[src/rtl/vc_input_buffer.sv]
// Two-VC input FIFO: per-VC queues, head of VC[polarity] presented as rq/do_dat, popped on gt.
// Latency: push visible next cycle (no bypass); ri decoded from registered pointers only, so backpressure lags a pop by one cycle.
// Optional sticky overflow detector enabled by `VC_INPUT_BUFFER_OVF_CHECK_EN.
module vc_input_buffer #(
    parameter int DATA_WIDTH = 64,
    parameter int DEPTH      = 2
) (
    input  logic                  clk,
    input  logic                  reset,
    input  logic                  polarity,
    input  logic                  si,
    input  logic [DATA_WIDTH-1:0] di,
    output logic [1:0]            ri,
    output logic                  rq,
    input  logic                  gt,
    output logic [DATA_WIDTH-1:0] do_dat,
    output logic                  ovf_err
);
    localparam int AW = $clog2(DEPTH);
    localparam int PW = AW + 1;

    logic [DATA_WIDTH-1:0] mem [0:1][0:DEPTH-1];
    logic [PW-1:0]         wptr [0:1];
    logic [PW-1:0]         rptr [0:1];
    logic [1:0]            full;
    logic [1:0]            empty;
    logic                  push_vc;
    logic                  push;
    logic                  pop;

    assign push_vc = di[DATA_WIDTH-1];
    assign push    = si && !full[push_vc];
    assign pop     = gt && rq;

    for (genvar v = 0; v < 2; v++) begin : g_vc
        localparam logic VCB = 1'(v);

        // Full: same slot, opposite lap (wrap bits differ).
        assign empty[v] = (wptr[v] == rptr[v]);
        assign full[v]  = (wptr[v][AW-1:0] == rptr[v][AW-1:0]) && (wptr[v][AW] != rptr[v][AW]);

        always_ff @(posedge clk or posedge reset) begin
            if (reset) begin
                wptr[v] <= '0;
                rptr[v] <= '0;
            end else begin
                if (push && (push_vc == VCB))
                    wptr[v] <= wptr[v] + 1'b1;
                if (pop && (polarity == VCB))
                    rptr[v] <= rptr[v] + 1'b1;
            end
        end
    end

    // Storage is not reset; pointers alone define validity.
    always_ff @(posedge clk) begin
        if (push)
            mem[push_vc][wptr[push_vc][AW-1:0]] <= di;
    end

    assign ri     = ~full;
    assign rq     = !empty[polarity];
    assign do_dat = empty[polarity] ? '0 : mem[polarity][rptr[polarity][AW-1:0]];

`ifdef VC_INPUT_BUFFER_OVF_CHECK_EN
    logic ovf_q;

    always_ff @(posedge clk or posedge reset) begin
        if (reset)
            ovf_q <= 1'b0;
        else if (si && full[push_vc])
            ovf_q <= 1'b1;
    end

    assign ovf_err = ovf_q;
`else
    assign ovf_err = 1'b0;
`endif

endmodule
[config.mk]
export PLATFORM = sky130hd
export DESIGN_NAME = vc_input_buffer
export DESIGN_NICKNAME = d
export VERILOG_FILES = /design/src/rtl/vc_input_buffer.sv
export SDC_FILE = /design/constraint.sdc
export NUM_CORES = 1
export LEC_CHECK = 0
export ABC_CLOCK_PERIOD_IN_PS = 13300
export CORE_ASPECT_RATIO = 0.6
export CORE_MARGIN = 5
export CORE_UTILIZATION = 44
export DETAILED_ROUTE_END_ITERATION = 16
export PLACE_DENSITY = 0.75
export SETUP_SLACK_MARGIN = 0.1
export SYNTH_ARGS = -nofsm -noshare
export SYNTH_HDL_FRONTEND = slang
export SYNTH_SLANG_ARGS = --single-unit
[constraint.sdc]
create_clock -name clk -period 13.3 [get_ports clk]
set_clock_uncertainty 0.1 [all_clocks]
set_input_delay 3.325 -clock clk [delete_from_list [all_inputs] [get_ports clk]]
set_output_delay 3.325 -clock clk [all_outputs]
set_load 0.05 [all_outputs]
==> summary.txt <==
Place
  – Placer Congestion: around 0.74
  – Port Buffers: approximately 140
  – Hpwl dp: around 12000 um
  – Placed instance count: 894

Clock network
  – Longest Clk Path Bufs: 3
  – CTS tree: built
  – Number of post-CTS setup repair buffers: 0
  – CTS buffer count: 24
  – Clk_lat worst skew: 500 ps
  – CTS sink cnt: between 200 and 300
  – H-tree depth: 1
  – Clock Tree Root: clkbuf_16
  – Post-CTS Resized: 0
  – CTS clock-pin slew for the worst setup and hold paths: ~60 ps
  – Hold_buf cts: 0

Global routing
  – Grt ovf: 0
  – Initial antenna violation count: 2
  – Largest net degree at the start of global routing: 66
  – Vias in the first global route: around 5500
  – Total track usage: between 10% and 20%
  – First-pass GRT wire length: between 30000 and 40000 um

Critical path
  – Slowest stage delay, CP: ~960 ps
  – Critical Path RT: just under 10000 ps
  – Arrival time worst endpoint: 6580 ps
  – CP Capture Type: primary output
  – Critical path destination: do_dat[54]
  – Crit Path Class: input pin to primary output
  – FF-to-FF End: mem[1][115]$_DFFE_PP_
  – WP buf/inv: 2
  – Reg2reg setup slack: around 10000 ps
  – CP delay by family, top: buffers and inverters
  – Slowest CP cell: mux2_4
  – Crit path max fanout: 64
  – Crit. Startpoint: polarity
  – Startpoint Class: input pin
  – Worst path depth: 5
  – Cell-by-cell listing of the critical path: buf_4 -> mux2_4 -> mux4_2 -> nor3b_1 -> clkdlybuf4s50_1
  – Worst reg2reg path depth: 4
  – R2R Path Start: wptr[0]$_DFFE_PP0P_

STA
  – Slew HR: 27.5%
  – Highest clock rate: between 90 and 100 MHz
  – Fin crit period: around 10000 ps
  – Final Setup Violations: 0
  – Setup tns final: 0 ps
  – Final hold vios: 0
  – Final worst path period share: about 75%
  – Slew @ Worst Pin: between 1000 and 1500 ps
  – Final Max Tran Viols: 0
  – Unrepaired setup endpoints after global routing: no

Floorplan
  – Ports: ~140
  – Core area: ~0.023 mm^2
  – Die ar.: 0.0266 mm^2
  – Row Count: 43
  – Initial core utilization: roughly 45%
  – Die W: 207 um
  – Die Y: around 130 um

Yosys
  – Post-Syn Instances: 469
  – Post-synth EDFFs: about 260
  – Top_reg_cell synth: edfxtp_1
  – Async SR Flop Fraction: between 3 and 4%
  – XOR/XNOR share of the synthesized area: less than 1%
  – Post-synthesis compound-gate area fraction: less than 1%
  – Synth warn: 0
  – Mapped Area: 0.0103 mm^2
  – Count of cell types in the netlist: 28
  – Synth Net Count: around 540
  – Synth Area in Adders: 0%
  – Avg Synthesized Cell Area: approximately 22 um^2
  – Post-Synth Simple-Gate Area: between 5 and 6%
  – Register bit count reported by yosys: around 260
  – Main combinational cell family by area after synthesis: multiplexers
  – Post-synthesis mux area share: between 10% and 20%
  – Register area share after synthesis: about three quarters

Final layout
  – Syn-to-layout area delta: 23.6%
  – Final net count: ~670
  – Commonest non-fill, non-tap cell in the layout: edfxtp_1
  – Share of cells above drive strength 1: between 15 and 20%
  – Final Non-Filler Cells: around 940
  – Final core occ: around 55%
  – Antenna cells: 0
  – Most frequent cells in the layout: edfxtp_1, clkdlybuf4s50_1, mux4_2, nor3b_1, clkbuf_16

Route
  – Antenna Violating Nets Remaining: 0
  – Vias/cell: about 5.4
  – Via count: a little over 5000
  – Met2 wire length: 9760 um
  – DRT iter0 DRCs: 325
  – Top sig layer: met5
  – Routed met1 length: between 9000 and 10000 um
  – Final wirelength: roughly 21000 um
  – Remaining DRCs: 0
  – Drt pass-1 iters: 4
  – WL/cell: around 23 um
  – Met3 WL post-DR: 1300 um

Power
  – Worst VDD drop: 198 uV
  – Sequential power share: about a third
  – Clock network power share: 20.3%
  – Switching Fraction: just over 40%
  – Int Power: ~1900 uW
  – Sw power: about 1300 uW
  – Leak: ~0.0040 uW
  – Power Density: about 250 mW/mm^2
  – Combinational Power Share: 45.0%

Worst hold path
  – Hold Crit Class: register to register

Flow run
  – Max_cap viols: 0

Run status
  – Status: completed
-- layer usage --
| layer | global-route usage (%) | up-vias |
|---|---|---|
| li1 | - | 2208 |
| met1 | 22.8 | 2668 |
| met2 | 25.1 | 181 |
| met3 | 3.94 | 30 |
| met4 | 2.87 | 4 |
| met5 | 0 | - |
-- power by group through the flow --
stage,logic [uW],clock network (uW),registers [uW]
3_3_place_gp,1460,0,1130
2_1_floorplan,984,0,1130
4_1_cts,1470,670,1120
6_report,1450,655,1120
3_5_place_dp,1460,0,1140
5_1_grt,1520,708,1130
-- registers in the layout, summed over array words and instances (netlist names) --
name  flops
rptr      4
wptr      4
mem     256
-- how the worst min path moves through the flow --
stage / endpoint / slack (ps) / from / cells after the start
floorplan: wptr[3]$_DFFE_PP0P_ / 410 / wptr[3]$_DFFE_PP0P_ / 1
global placement: wptr[3]$_DFFE_PP0P_ / 420 / wptr[3]$_DFFE_PP0P_ / 1
detailed placement: wptr[3]$_DFFE_PP0P_ / 440 / wptr[3]$_DFFE_PP0P_ / 1
CTS: wptr[3]$_DFFE_PP0P_ / 460 / wptr[3]$_DFFE_PP0P_ / 1
global route: wptr[3]$_DFFE_PP0P_ / 480 / wptr[3]$_DFFE_PP0P_ / 1
finish: wptr[3]$_DFFE_PP0P_ / 450 / wptr[3]$_DFFE_PP0P_ / 1
-- worst register-to-register path, stage by stage, from the launching register on --
cell     delay [ps]
dfrtp_1         480
xnor2_1         260
a21oi_1         270
nor2b_4         660
buf_4           690
-- synth_stat cells (4+ instances only) --
| library cell | number | area share, % |
|---|---|---|
| edfxtp_1 | 256 | 75 |
| mux4_2 | 64 | 14 |
| nor3b_1 | 64 | 4.7 |
| buf_2 | 16 | 0.78 |
| clkbuf_1 | 10 | 0.37 |
| dfrtp_1 | 8 | 2.0 |
| xor2_1 | 6 | 0.51 |
| nand2_1 | 5 | 0.18 |
| nor2_1 | 5 | 0.18 |
| buf_4 | 4 | 0.29 |
| nand2b_1 | 4 | 0.24 |
| xnor2_1 | 4 | 0.34 |
-- layout make-up --
cell class	instances	area, um^2
repair buffers	142	1400
well taps	315	394
fillers	1785	10300
flip-flops and latches	264	7890
clock buffers	32	672
clock inverters	10	76.3
multi-input cells	172	2240
inverters	1	3.75
-- metrics by stage --
stage / total power, uW / hold WS (ps) / setup WS [ps] / instance area [um^2]
finish: 3220 / 455 / 3300 / 12700
global route: 3360 / 481 / 3090 / 12700
CTS: 3260 / 455 / 3270 / 12700
detailed placement: 2600 / 443 / 3280 / 11900
global placement: 2580 / 423 / 3300 / 11900
floorplan: 2110 / 409 / 4440 / 10300
-- cell families (layout without fill, tap and decap cells) --
family | Yosys count | count (layout)
muxes | 65 | 65
AOI/OAI and AO/OA | 10 | 10
and+or+nand+nor | 86 | 86
other | 1 | 1
xor gates and xnor gates | 10 | 10
DFF | 264 | 264
buffers and inverters | 33 | 185
Note: power is estimated with default switching activity, not from simulation.
